$ cat src/rtl/gf_pkg.sv
// gf_pkg: shared definitions for the iterative GF(2^M) multiplier.
//   - GF_M_DEFAULT / GF_POLY_DEFAULT : default field width and primitive polynomial
//   - gf_state_t                     : controller state encoding (IDLE/BUSY/DONE)
//   - xtime()                        : multiply-by-x with reduction, width-generic
package gf_pkg;

    localparam int          GF_M_DEFAULT    = 4;
    localparam logic [16:0] GF_POLY_DEFAULT = 17'h13;   // x^4 + x + 1

    typedef enum logic [1:0] {
        ST_IDLE = 2'd0,
        ST_BUSY = 2'd1,
        ST_DONE = 2'd2
    } gf_state_t;

    // Multiply r by x in GF(2^m). r is zero-extended to 16 bits; poly holds the
    // low m coefficients of the primitive polynomial (the x^m term is implicit).
    function automatic logic [15:0] xtime(input logic [15:0] r,
                                          input logic [15:0] poly,
                                          input int          m);
        logic [15:0] mask;
        logic [15:0] s;
        mask = 16'((17'h1 << m) - 17'h1);
        s    = (r << 1) & mask;
        if (r[4'(m - 1)]) begin
            s = s ^ (poly & mask);
        end
        return s;
    endfunction

endpackage

$ cat src/rtl/gf_mult_seq_if.sv
// gf_mult_seq_if: operand/result handshake bundle for gf_mult_seq.
//   in_valid/in_ready/in_a/in_b/in_acc : operand channel (producer -> multiplier)
//   out_valid/out_ready/out_c          : result channel (multiplier -> consumer)
// Handshake rule on both channels: a transfer happens on a rising clock edge
// where valid && ready are both 1; the sender holds valid and data stable until
// that edge, and valid never depends combinationally on ready.
interface gf_mult_seq_if #(
    parameter int M = gf_pkg::GF_M_DEFAULT
) ();
    logic         in_valid;
    logic         in_ready;
    logic [M-1:0] in_a;
    logic [M-1:0] in_b;
    logic         in_acc;
    logic         out_valid;
    logic         out_ready;
    logic [M-1:0] out_c;

    modport master (
        output in_valid, in_a, in_b, in_acc, out_ready,
        input  in_ready, out_valid, out_c
    );

    modport slave (
        input  in_valid, in_a, in_b, in_acc, out_ready,
        output in_ready, out_valid, out_c
    );
endinterface

$ cat src/rtl/gf_mult_step.sv
// gf_mult_step: one combinational MSB-first Horner step of a GF(2^M) product.
//   r      in  M  partial product so far
//   a      in  M  multiplicand
//   b_bit  in  1  current multiplier bit
//   r_next out M  xtime(r) ^ (b_bit ? a : 0)
module gf_mult_step
    import gf_pkg::*;
#(
    parameter int          M    = GF_M_DEFAULT,
    parameter logic [16:0] POLY = GF_POLY_DEFAULT
) (
    input  logic [M-1:0] r,
    input  logic [M-1:0] a,
    input  logic         b_bit,
    output logic [M-1:0] r_next
);
    always_comb begin
        r_next = M'(xtime(16'(r), POLY[15:0], M)) ^ (b_bit ? a : '0);
    end
endmodule

$ cat src/rtl/gf_mult_seq.sv
// gf_mult_seq: iterative GF(2^M) multiplier, one product bit per cycle.
//   clk        in   clock, rising edge
//   rst        in   synchronous active-high reset
//   bus        slave modport of gf_mult_seq_if (operand and result channels)
//   state_dbg  out  current controller state
// Optional feature macro: GF_MULT_ACC_EN adds an accumulator so that in_acc=1
// at accept XORs the product with the last delivered result.
// Latency: accept on edge E0, out_valid on edge E0+M; M+1 cycles per result
// when back-to-back.
module gf_mult_seq
    import gf_pkg::*;
#(
    parameter int          M    = GF_M_DEFAULT,
    parameter logic [16:0] POLY = GF_POLY_DEFAULT
) (
    input  logic          clk,
    input  logic          rst,
    gf_mult_seq_if.slave  bus,
    output gf_state_t     state_dbg
);
    if ((M < 2) || (M > 16) || (((POLY >> M) & 17'h1) == 17'h0)) begin : g_bad_param
        $error("gf_mult_seq: M must be 2..16 and POLY[M] must be 1");
    end

    gf_state_t    state, state_nxt;
    logic [3:0]   cnt;
    logic [M-1:0] a_q;
    logic [M-1:0] b_q;       // shifted left each step so the live bit is always the MSB
    logic [M-1:0] r_q;
    logic [M-1:0] r_next;
    logic [M-1:0] out_c_q;
    logic [M-1:0] acc_term;
    logic         accept;
    logic         out_hs;

`ifdef GF_MULT_ACC_EN
    logic         acc_flag_q;
    logic [M-1:0] acc_q;
    assign acc_term = acc_flag_q ? acc_q : '0;
`else
    assign acc_term = '0;
`endif

    gf_mult_step #(.M(M), .POLY(POLY)) u_step (
        .r      (r_q),
        .a      (a_q),
        .b_bit  (b_q[M-1]),
        .r_next (r_next)
    );

    // in_ready looks only at state and out_ready, so a result can be drained
    // and new operands loaded on the same edge.
    always_comb begin
        bus.in_ready = (state == ST_IDLE) || ((state == ST_DONE) && bus.out_ready);
        accept       = bus.in_valid && bus.in_ready;
        out_hs       = (state == ST_DONE) && bus.out_ready;
    end

    always_comb begin
        state_nxt = state;
        case (state)
            ST_IDLE: if (accept) state_nxt = ST_BUSY;
            ST_BUSY: if (cnt == 4'd0) state_nxt = ST_DONE;
            ST_DONE: begin
                if (accept)             state_nxt = ST_BUSY;
                else if (bus.out_ready) state_nxt = ST_IDLE;
            end
            default: state_nxt = ST_IDLE;
        endcase
    end

    always_ff @(posedge clk) begin
        if (rst) begin
            state   <= ST_IDLE;
            cnt     <= 4'd0;
            a_q     <= '0;
            b_q     <= '0;
            r_q     <= '0;
            out_c_q <= '0;
        end else begin
            state <= state_nxt;
            if (accept) begin
                a_q <= bus.in_a;
                b_q <= bus.in_b;
                r_q <= '0;
                cnt <= 4'(M - 1);
            end else if (state == ST_BUSY) begin
                r_q <= r_next;
                b_q <= b_q << 1;
                cnt <= cnt - 4'd1;
                if (cnt == 4'd0) begin
                    out_c_q <= r_next ^ acc_term;
                end
            end
        end
    end

`ifdef GF_MULT_ACC_EN
    always_ff @(posedge clk) begin
        if (rst) begin
            acc_flag_q <= 1'b0;
            acc_q      <= '0;
        end else begin
            if (accept) acc_flag_q <= bus.in_acc;
            if (out_hs) acc_q      <= out_c_q;
        end
    end
`endif

    assign bus.out_valid = (state == ST_DONE);
    assign bus.out_c     = out_c_q;
    assign state_dbg     = state;
endmodule

$ cat src/flat_wrapper.sv
// flat-port wrapper written by rule: the top's interface ports become plain ports
module gf_mult_seq_flat import gf_pkg::*;
#(
    parameter int          M    = GF_M_DEFAULT,
    parameter logic [16:0] POLY = GF_POLY_DEFAULT
)
  (clk, rst, state_dbg, bus_in_valid, bus_in_a, bus_in_b, bus_in_acc, bus_out_ready, bus_in_ready, bus_out_valid, bus_out_c);
  gf_mult_seq_if #(.M(M)) bus_i ();
  input  logic clk;
  input  logic rst;
  output gf_state_t state_dbg;
  input wire logic [$bits(bus_i.in_valid)-1:0] bus_in_valid;
  input wire logic [$bits(bus_i.in_a)-1:0] bus_in_a;
  input wire logic [$bits(bus_i.in_b)-1:0] bus_in_b;
  input wire logic [$bits(bus_i.in_acc)-1:0] bus_in_acc;
  input wire logic [$bits(bus_i.out_ready)-1:0] bus_out_ready;
  output wire logic [$bits(bus_i.in_ready)-1:0] bus_in_ready;
  output wire logic [$bits(bus_i.out_valid)-1:0] bus_out_valid;
  output wire logic [$bits(bus_i.out_c)-1:0] bus_out_c;
  assign bus_i.in_valid = bus_in_valid;
  assign bus_i.in_a = bus_in_a;
  assign bus_i.in_b = bus_in_b;
  assign bus_i.in_acc = bus_in_acc;
  assign bus_i.out_ready = bus_out_ready;
  assign bus_in_ready = bus_i.in_ready;
  assign bus_out_valid = bus_i.out_valid;
  assign bus_out_c = bus_i.out_c;
  gf_mult_seq #(.M(M), .POLY(POLY)) u_core (.clk(clk), .rst(rst), .bus(bus_i), .state_dbg(state_dbg));
endmodule
$ cat config.mk
export PLATFORM = sky130hd
export DESIGN_NAME = gf_mult_seq_flat
export DESIGN_NICKNAME = d
export VERILOG_FILES = /design/src/rtl/gf_pkg.sv /design/src/rtl/gf_mult_seq_if.sv /design/src/rtl/gf_mult_step.sv /design/src/rtl/gf_mult_seq.sv /design/src/flat_wrapper.sv
export SDC_FILE = /design/constraint.sdc
export NUM_CORES = 1
export LEC_CHECK = 0
export BUFFER_PORTS_ARGS = -buffer_cell sky130_fd_sc_hd__buf_2
export CAP_MARGIN = 15
export CORE_MARGIN = 10
export CORE_UTILIZATION = 47
export CTS_CLUSTER_DIAMETER = 120
export DETAILED_ROUTE_END_ITERATION = 10
export PLACE_DENSITY = 0.69
export SYNTH_ARGS = -nofsm -noshare
export SYNTH_HDL_FRONTEND = slang
export SYNTH_SLANG_ARGS = --single-unit
$ cat constraint.sdc
create_clock -name clk -period 1.2 [get_ports clk]
set_input_delay 0.18 -clock clk [delete_from_list [all_inputs] [get_ports clk]]
set_output_delay 0.18 -clock clk [all_outputs]
set_load 0.1 [all_outputs]
# After elaboration in Yosys (flattened, before gate mapping)
# Index checks and enable logic that the tools add are counted.
# W data, S select, Z words.
[totals]
regBits = 22
out_inout_bits = 8
word_cells = 36
[op_classes]
n_addsub = 1
n_eq_ne = 5
mux = 11
n_bitwise = 3
reduce_logical = 9
[ops]
columns = ["op", "count"]
rows = [
  ["$mux W2", 7],
  ["$mux W4", 3],
  ["$pmux W2 S3", 1],
  ["$reduce_and A3 Y1", 2],
  ["$logic_not A4 Y1", 1],
  ["$ne A2 B1 Y1 const B", 2],
  ["$sub A4 B1 Y4 const B", 1],
  ["$xor A4 B4 Y4", 1],
  ["$ne A3 B2 Y1 const B", 1],
  ["$eq A2 B1 Y1 const B", 1],
  ["$eq A2 B2 Y1 const B", 1],
  ["$logic_and A1 B1 Y1", 2],
  ["$logic_not A2 Y1", 1],
  ["$not A2 Y2", 1],
  ["$reduce_bool A2 Y1", 1],
  ["$reduce_or A2 Y1", 1],
  ["$logic_or A1 B1 Y1", 1],
  ["$not A1 Y1", 1],
]

# Longest topological paths before layout
# Gate-level depths: netlist (run 1).
[logic_depth]
ltp_word = 6
depth_mapped = 5

# By module
# A second synthesis (run 1) with hierarchy kept.
[hier_totals]
cells_unflattened = 121
area_unflattened_um2 = 1009.7
[modules_own_cells]
columns = ["mod", "n_inst", "cells_per_inst", "area_per_inst_um2"]
rows = [
  ["gf_mult_seq", 1, 112, 950.9],
  ["gf_mult_step", 1, 9, 58.8],
]

# Least setup slack after synthesis (run 1)
# OpenSTA, ideal clock, no wires.
[synth_path]
path_type = "reg-to-reg"
from = "register u_core.state[1], in the netlist u_core.state_dbg[1]"
to = "register u_core.state[1], in the netlist u_core.state_dbg[1]"
setup_time_ps = 71
t_arrival_ps = 2830
required_ps = 1129
path_slack_ps = -1701
stages_incl_launch_ff = 4
n_path_buf = 0
path_cell_list = "dfxtp_1 nor2b_1 a22oi_1 nor2_1"
[synth_between]
elab_chain_cells = 6
word_cells_on_any_way = 12
classes_between = "eq/ne (5); mux (2); reduce/logical (5)"
[synth_lines]
columns = ["element", "line_no", "source"]
rows = [
  ["start, declared", "gf_mult_seq.sv:25", "gf_state_t state, state_nxt;"],
  ["start signal, assigned", "gf_mult_seq.sv:81", "state <= state_nxt;"],
  ["$eq A2 B2 Y1 (*)", "n/a", ""],
  ["via bus_out_valid", "flat_wrapper.sv:18", "output wire logic [$bits(bus_i.out_valid)-1:0] bus_out_valid;"],
  ["$logic_and A1 B1 Y1", "gf_mult_seq.sv:54", "bus.in_ready = (state == ST_IDLE) || ((state == ST_DONE) && bus.out_ready);"],
  ["$logic_or A1 B1 Y1", "gf_mult_seq.sv:54", ""],
  ["$logic_and A1 B1 Y1", "gf_mult_seq.sv:55", "accept = bus.in_valid && bus.in_ready;"],
  ["$ne A3 B2 Y1 (no source line), or another cell as far along", "n/a", ""],
  ["$reduce_and A3 Y1 (no source line) or $pmux W2 S3 (tied branches)", "n/a", ""],
]
# The timed path passes the listed nets; every way through them passes the cells marked *.
# A chain may end at the register's enable or synchronous reset.

# Worst setup path after layout (run 1)
[layout_path]
from = "register u_core.cnt[1]"
to = "register u_core.out_c_q[0], in the netlist u_core.bus.out_c[0]"
[layout_between]
elab_chain_cells = 2
[layout_lines]
columns = ["element", "line_no", "source"]
rows = [
  ["start, declared", "gf_mult_seq.sv:26", "logic [3:0] cnt;"],
  ["start signal, assigned", "gf_mult_seq.sv:86", "cnt <= 4'(M - 1);"],
  ["start signal, assigned", "gf_mult_seq.sv:90", "cnt <= cnt - 4'd1;"],
  ["$logic_not A4 Y1", "gf_mult_seq.sv:91", "if (cnt == 4'd0) begin"],
  ["$reduce_and A3 Y1 (no source line)", "n/a", ""],
  ["end signal, assigned", "gf_mult_seq.sv:92", "out_c_q <= r_next ^ acc_term;"],
  ["end, declared", "gf_mult_seq.sv:31", "logic [M-1:0] out_c_q;"],
]
# No other way between the ends.

==> reports/qor.txt, run 1 <==
post-synthesis mux area share: 1.07%
synthesis-to-layout area growth: 85.9%
Mapped Nets: 130
worst-path cell chain: inv_2, ha_4, buf_6, nor3b_4, buf_6, a21oi_2, a311oi_2
clk_lat worst skew: 0.33 ns
Buffers on Ports: 19
Final Util: 89.9%
Post-Synth Adder-Cell Area: 1.19%
Clock transition at path regs: 0.14 ns
Buf/Inv on CP: 3
total track usage: 18.4%
placer congestion estimate: 0.777
H-tree levels: 1
Setup TNS: -2.63 ns
Synth top area share: 42.0%
share of cells above drive strength 1: 65.1%
placed cell areas: 1480 um2
grt met2 use: 32.7%
Post-Synth Simple-Gate Area: 16.6%
failing checks: negative setup slack
syn_area_per_cell: 9.04 um2
Final Max Tran Viols: 0
design area: 1950 um2
XOR/XNOR Fraction of Synth Area: 5.85%
fin nets: 190
Top Family by Delay on Critical Path: flip-flops
crit path kind: register to register
Post-synth EDFFs: 0
clk sinks: 22
via total after detailed routing: 1231
total core area: 2170 um2
Ys Warns: 0
starting density of the core: 48.3%
Mapped Cells: 116
maxcap violations: 0
die height: 67.2 um
Largest stage delay, worst path: 0.35 ns
# fillers: 92
Seq cells post-synth: 22
Crit. End Element: register
met3 usage: 4.63%
Hold Path Class: input port to register
detailed placement HPWL: 2170 um
number of global-route vias before repair: 1309
Power Density: 1240 nW/um2
Die Footprint: 4520 um2
Max IR drop VDD: 1.02 mV
drt drc: 0
worst-path fanout max: 4
TritonCTS buffer count: 3
fin crit share: 119%
main combinational cell family by area after synthesis: compound AO/OA/AOI/OAI gates
cell taking the most area after synthesis: dfxtp_1
Worst Path Required: 1.43 ns
Commonest cells post-synth: 22 x dfxtp_1, 12 x a21oi_1, 12 x nand2_1
post-DR wirelength/cell: 21.5 um
Most common cell on crit path: buf_6
register area share after synthesis: 42.0%
fmax: 698 MHz
num rows: 17
Iter 0 DRT Violations: 73
Pre-antenna DRT Iters: 4
global route hottest layer: met2
Final Hold Fails: 0
synth top area cells: dfxtp_1 42%, a21oi_1 5.7%, a311oi_2 4.3%, nand2_1 4.3%, o2111ai_1 4.2%
largest net degree at the start of global routing: 17
Antenna diodes: 0
Slew @ Worst Pin: 0.398 ns
nature of the critical path startpoint: register
number of antenna violations at the first check in global routing: 0
Mapped Area: 1050 um2
distinct cell type count after synthesis: 34
Async SR Flop Fraction: 0%
critical path arrival: 1.67 ns
fin crit period: 1.43 ns
top-count cell post-synth: dfxtp_1
Slowest cell on crit path: dfxtp_2
Hold Buf Count CTS: 0
gr ovfl total: 0
ANT nets after route: 0
CTS Root Cell: clkbuf_4
CTS Buffer Depth: 2
Die X: 67.2 um
outcome: complete, but fails checks
Final Skew: 0.00193 ns
final wirelength: 4360 um
first-pass GRT wire length: 6330 um
Ports: 21
post-synthesis compound-gate area fraction: 27.4%
static leakage: 0.776 nW
routing usage on met1: 19.3%
DR vias/cell: 6.06
CTS tree: built
RSZ-0062 raised after global routing: true
PnR worst setup slack: -0.233 ns
max_slew headroom: 73.3%
main flop type after synthesis: dfxtp_1
Final setup viols: 23
==> metal layers <==
layer	routed length, um	part of all wire [%]
met5	0	0
met2	2150	49
met3	311	7.1
met1	1650	38
met4	245	5.6
==> registers in the layout, indices dropped and copies added (netlist names) <==
register,count
u_core.a_q,4
u_core.b_q,4
u_core.bus.out_c,4
u_core.cnt,4
u_core.r_q,4
u_core.state_dbg,2
==> power by group <==
| group | total, mW | switching, mW | internal (mW) |
|---|---|---|---|
| sequential | 0.864 | 0.0685 | 0.796 |
| combinational | 1.10 | 0.570 | 0.530 |
| clock | 0.450 | 0.264 | 0.186 |
| total | 2.41 | 0.903 | 1.51 |
==> worst min-delay path, stage by stage <==
cell	delay (ns)
buf_2	0.10
o2111ai_1	0.08
a21oi_1	0.06
==> layout by cell type, fill, tap and decap left out, types with 4 or more instances in the layout <==
cell	count
a21oi_1	8
a21oi_2	4
a311oi_2	5
buf_12	9
buf_2	11
buf_4	22
buf_6	19
dfxtp_1	14
dfxtp_2	6
inv_1	4
nand2_1	10
nor2_2	4
o2111ai_1	5
xor2_1	4
==> what timing repair did <==
item,4_1_cts,5_1_grt
setup buffers,20,6
endpoints found under the setup margin,19,24
resized for setup,32,24
cloned,0,1
endpoints found under the hold margin,0,0
pin swaps,12,14
==> final cells by class <==
cell class	count	area (um2)	area share (%)
tap	28	35.0	1.80
sequential	22	455	23.4
inverter	7	26.3	1.35
multi-input combinational	79	742	38.1
clock buffer	4	36.3	1.86
timing repair buffer	63	654	33.6
==> cell families (layout without fill, tap and decap cells) <==
| logic type | after synthesis | count (layout) |
|---|---|---|
| AOI/OAI and AO/OA | 37 | 37 |
| xor gates and xnor gates | 7 | 7 |
| adders and majority gates | 1 | 1 |
| buffers and inverters | 15 | 74 |
| DFF | 22 | 22 |
| muxes | 1 | 1 |
| and+or+nand+nor | 33 | 33 |
==> per-stage QoR <==
step	power [mW]	hold WS, ns	std cells	setup slack (ns)
final	2.41	0.129	203	-0.233
after CTS	2.23	0.138	199	-0.229
after floorplan	1.33	0.339	116	-0.281
after detailed placement	1.61	0.468	176	-0.224
after global placement	1.58	0.468	176	-0.112
after global routing	2.49	0.151	203	-0.260
==> final timing paths <==
path	from	endpoint	slack (ns)	depth (start not counted)
worst max-delay path	u_core.cnt[1]	u_core.bus.out_c[0]	-0.23	7
worst min-delay path	bus_in_a[1]	u_core.a_q[1]	0.13	3
worst max register to register	u_core.cnt[1]	u_core.bus.out_c[0]	-0.23	7
worst min register to register	u_core.a_q[0]	u_core.a_q[0]	0.48	2
(Power assumes the default switching activity.)
==> run 2: changes to the inputs <==
--- a/config.mk
+++ b/config.mk
@@ -7,6 +7,7 @@
 export LEC_CHECK = 0
 export BUFFER_PORTS_ARGS = -buffer_cell sky130_fd_sc_hd__buf_2
 export CAP_MARGIN = 15
+export CORE_ASPECT_RATIO = 0.8
 export CORE_MARGIN = 10
 export CORE_UTILIZATION = 47
 export CTS_CLUSTER_DIAMETER = 120
==> run 2 against run 1 <==
Against the previous run: the flow still finishes with violations (negative setup slack); critical path depth shrank 3; global-route usage fell by 3.4 points; worst setup slack worse by 0.0075 ns; register-to-register slack is essentially flat; sequential cell count unchanged; largest cell class unchanged; largest power group unchanged.
==> reports/qor.txt, run 2 (synthesis gave the netlist of run 1 again) <==
outcome: complete, but fails checks
failing checks: negative setup slack
fmax: 694 MHz
nature of the critical path startpoint: register
switching part of the total power: 37.0%
critical path arrival: 1.26 ns
starting density of the core: 49.0%
placed cell count: 171
fin crit share: 120%
clk sinks: 22
worst-path cell chain: nor2b_4, buf_6, nor2_4, buf_12
synthesis-to-layout area growth: 80.8%
Max IR drop VDD: 1.08 mV
fin nets: 181
PnR worst setup slack: -0.241 ns
Die X: 72.8 um
Gate power share: 45.6%
Ports: 21
Final Skew: 0.00529 ns
share of cells above drive strength 1: 66.3%
commonest non-fill, non-tap cell in the layout: buf_4
Pwr Total: 2.38 mW
drt drc: 0
TritonCTS buffer count: 3
FF/Latch Area: 455 um2
CTS Root Cell: clkbuf_4
Crit. End Element: output pin
static leakage: 0.722 nW
Hold Buf Count CTS: 0
num rows: 15
design area: 1900 um2
CTS tree: built
Iter 0 DRT Violations: 117
worst-path fanout max: 3
Die Footprint: 4530 um2
total track usage: 15.0%
area of the multi-input gates: 762 um2
clk_lat worst skew: 0.32 ns
Final Max Tran Viols: 0
CTS Buffer Depth: 2
maxcap violations: 0
final wirelength: 4430 um
Buffers on Ports: 19
post-DR wirelength/cell: 23.2 um
Sw Pwr: 0.880 mW
detailed placement HPWL: 2100 um
Hold Path Class: input port to register
placed cell areas: 1470 um2
# fillers: 82
power share of the clock group: 17.7%
largest net degree at the start of global routing: 13
Slowest cell on crit path: dfxtp_4
fin crit period: 1.44 ns
ANT nets after route: 0
Largest stage delay, worst path: 0.38 ns
crit path kind: register to output pin
sequential share of power: 36.7%
max_slew headroom: 76.3%
Top Family by Delay on Critical Path: flip-flops
most frequent cells in the layout: 19 x buf_4, 14 x dfxtp_1, 11 x buf_2, 11 x buf_12, 11 x buf_6
placer congestion estimate: 0.785
H-tree levels: 1
Antenna diodes: 0
RSZ-0062 raised after global routing: true
Pre-antenna DRT Iters: 6
DR vias/cell: 6.47
total core area: 2140 um2
Post-Layout Cell Count: 191
Slew @ Worst Pin: 0.356 ns
number of antenna violations at the first check in global routing: 0
internal power: 1.50 mW
Buf/Inv on CP: 2
die height: 62.2 um
gr ovfl total: 0
Setup TNS: -2.64 ns
first-pass GRT wire length: 5600 um
Final setup viols: 21
Worst Path Required: 1.02 ns
number of global-route vias before repair: 1146
Final Hold Fails: 0
via total after detailed routing: 1235
Power Density: 1250 nW/um2
Clock transition at path regs: 0.13 ns
run 2: cell count changes in the layout (fill, tap and decap cells not counted), moves of 3 or more:
| cell | before | now |
|---|---|---|
| a21oi_1 | 8 | 5 |
| a21oi_2 | 4 | 7 |
| buf_4 | 22 | 19 |
| buf_6 | 19 | 11 |
| nand2_2 | 0 | 3 |
| nor2_2 | 4 | 0 |
| nor2_4 | 1 | 4 |
run 2: final cells by class:
class                      instances  share of cell area [%]
timing repair buffer              54                    30.8
tap                               25                    1.65
multi-input combinational         79                    40.2
clock buffer                       4                    1.91
sequential                        22                    24.0
inverter                           7                    1.39
run 2: metrics by stage:
| stage | hold slack [ns] | util [%] | worst slack (ns) |
|---|---|---|---|
| 2_1_floorplan | 0.339 | - | -0.281 |
| 3_5_place_dp | 0.443 | 68.8 | -0.233 |
| 4_1_cts | 0.112 | 81.6 | -0.200 |
| 5_1_grt | 0.145 | 88.6 | -0.318 |
| 6_report | 0.123 | 88.6 | -0.241 |
| 3_3_place_gp | 0.428 | 68.8 | -0.113 |
run 2: worst paths after layout:
kind,startpoint,to,slack (ns),cells past startpoint
min reg2reg,u_core.a_q[3],u_core.a_q[3],0.50,2
max reg2reg,u_core.cnt[1],u_core.bus.out_c[1],-0.22,5
max,u_core.state_dbg[1],bus_in_ready,-0.24,4
min,rst,u_core.bus.out_c[2],0.12,2
run 2: worst register-to-register path, delay by kind of cell, from the launching register on:
| kind | cells | cell delay (ns) |
|---|---|---|
| adder cells (fa/ha/maj) | 1 | 0.14 |
| buffers and inverters | 1 | 0.07 |
| AO/OA/AOI/OAI | 2 | 0.36 |
| flip-flops | 1 | 0.35 |
| AND/OR/NAND/NOR | 1 | 0.40 |
run 2: power groups by stage:
stage	clock [mW]	sequential, mW	combinational [mW]
3_3_place_gp	0	0.862	0.719
3_5_place_dp	0	0.865	0.738
5_1_grt	0.450	0.876	1.12
6_report	0.422	0.872	1.08
2_1_floorplan	0	0.980	0.354
4_1_cts	0.414	0.854	0.910
run 2: timing repair:
item / CTS / global route
setup endpoints to repair: 17 / 25
gates resized for setup: 38 / 21
pin swaps: 16 / 11
setup buffers: 9 / 9
cloned: 1 / 0
run 2: per-layer routing:
metal,track usage (%),wire length (um),up-vias
li1,-,-,532
met1,18.2,1690,587
met2,22.8,2220,89
met3,5.56,361,27
met4,6.40,158,0
met5,0,0,-
==> run 3: changes to the inputs <==
==> constraint.sdc (replaced) <==
create_clock -name clk -period 1.2 [get_ports clk]
set_input_delay 0.06 -clock clk [delete_from_list [all_inputs] [get_ports clk]]
set_output_delay 0.06 -clock clk [all_outputs]
set_load 0.1 [all_outputs]
==> run 3 against run 2 <==
Against the previous run: the run still ends with negative setup slack left; combinational power is 19% lower; clock power fell by 17%; worst setup slack better by 0.088 ns; die area is the same; critical endpoint is now u_core.bus.out_c[1]; highest routed layer unchanged.
==> reports/qor.txt, run 3 (synthesis gave the netlist of run 1 again) <==
critical path arrival: 1.56 ns
worst-path fanout max: 3
Hold EP: u_core.b_q[0]
Slowest cell on crit path: or3b_4
total track usage: 13.0%
hold path start: bus_in_b[0]
max_slew headroom: 67.7%
Buffers on Ports: 19
number of global-route vias before repair: 1031
setup slack, reg-to-reg: -0.15 ns
CTS tree: built
r2r endpoint: u_core.bus.out_c[1]
Pwr Total: 2.08 mW
clk_lat worst skew: 0.31 ns
Crit. End Element: register
Final Max Tran Viols: 0
Clock transition at path regs: 0.13 ns
RSZ-0062 raised after global routing: true
fmax: 739 MHz
Worst Path Required: 1.41 ns
first-pass GRT wire length: 4890 um
gr ovfl total: 0
post-DR wirelength/cell: 16.7 um
Hold Path Class: input port to register
WHS: 0.0444 ns
PnR worst setup slack: -0.153 ns
die height: 62.2 um
fin nets: 178
synthesis-to-layout area growth: 61.2%
number of antenna violations at the first check in global routing: 0
Power Density: 1230 nW/um2
H-tree levels: 1
Die X: 72.8 um
clk sinks: 22
Setup TNS: -0.675 ns
fin crit period: 1.35 ns
Final Skew: 0.0182 ns
Ports: 21
worst-path cell chain: inv_2, ha_4, or3b_4, o211ai_1, o41ai_2
pre-CTS setup slack: -0.158 ns
Slew @ Worst Pin: 0.488 ns
Pre-antenna DRT Iters: 4
maxcap violations: 0
CTS Buffer Depth: 2
fin crit share: 113%
crit path kind: register to register
most frequent cells in the layout: 23 x buf_4, 15 x buf_2, 14 x dfxtp_1
Reg-to-Reg Start: u_core.cnt[1]
Final Util: 79.0%
detailed placement HPWL: 2000 um
CTS Root Cell: clkbuf_4
ANT nets after route: 0
commonest non-fill, non-tap cell in the layout: buf_4
Final setup viols: 12
design area: 1690 um2
final wirelength: 3150 um
total core area: 2140 um2
placed cell count: 169
Die Footprint: 4530 um2
Antenna diodes: 0
via total after detailed routing: 1071
Iter 0 DRT Violations: 47
Reg2Reg Depth: 5
placer congestion estimate: 0.787
TritonCTS buffer count: 3
Max IR drop VDD: 0.913 mV
placed cell areas: 1400 um2
drt drc: 0
nature of the critical path startpoint: register
DR vias/cell: 5.70
Final Hold Fails: 0
starting density of the core: 49.0%
Post-Layout Cell Count: 188
num rows: 15
Largest stage delay, worst path: 0.39 ns
largest net degree at the start of global routing: 17
share of cells above drive strength 1: 57.1%
Hold Crit Depth: 3
static leakage: 0.654 nW
outcome: complete, but fails checks
failing checks: negative setup slack
run 3: cell types whose count changed in the layout (fill, tap and decap cells not counted), sizes merged:
cell,previous run,this run
buf,54,50
dlygate4sd3,0,1
run 3: how the worst max path moves through the flow:
stage | startpoint | to | slack, ns | cells past startpoint
2_1_floorplan | u_core.state_dbg[1] | u_core.state_dbg[1] | -0.28 | 3
3_3_place_gp | u_core.cnt[1] | u_core.bus.out_c[1] | -0.11 | 4
3_5_place_dp | u_core.cnt[1] | u_core.bus.out_c[1] | -0.16 | 4
4_1_cts | u_core.cnt[1] | u_core.bus.out_c[1] | -0.16 | 5
5_1_grt | u_core.cnt[1] | u_core.bus.out_c[1] | -0.22 | 5
6_report | u_core.cnt[1] | u_core.bus.out_c[1] | -0.15 | 5
run 3: final cells by class:
cell class              count  area, um2
repair buffers             51        449
flip-flops and latches     22        455
inverters                   7       26.3
well taps                  25       31.3
fillers                   129        449
multi-input cells          79        702
clock buffers               4       26.3
run 3: what timing repair did:
action	in CTS	in global routing
setup buffers	7	8
hold buffers	1	0
setup endpoints to repair	17	21
hold endpoints to repair	1	0
gates resized for setup	19	13
pin swaps	7	10
run 3: worst max-delay path: cells and delay by family, from the launching register on:
kind                       cells  cell delay, ns
AOI/OAI and AO/OA              2            0.31
adders and majority gates      1            0.13
and+or+nand+nor                1            0.39
DFF                            1            0.35
buffers and inverters          1            0.07
run 3: report_power, final:
part | total (mW) | leakage [nW] | switching, mW | internal, mW
combinational | 0.878 | 0.455 | 0.481 | 0.397
clock | 0.350 | 0.0150 | 0.220 | 0.130
sequential | 0.854 | 0.184 | 0.0589 | 0.795
run 3: metal layers:
| metal | global-route usage [%] | vias up | share of wire (%) | wire (um) |
|---|---|---|---|---|
| met3 | 4.44 | 6 | 3.8 | 119 |
| met4 | 3.55 | 0 | 1.4 | 43 |
| met5 | 0 | - | 0 | 0 |
| li1 | - | 527 | - | - |
| met1 | 16.7 | 516 | 45 | 1410 |
| met2 | 20.0 | 22 | 50 | 1580 |
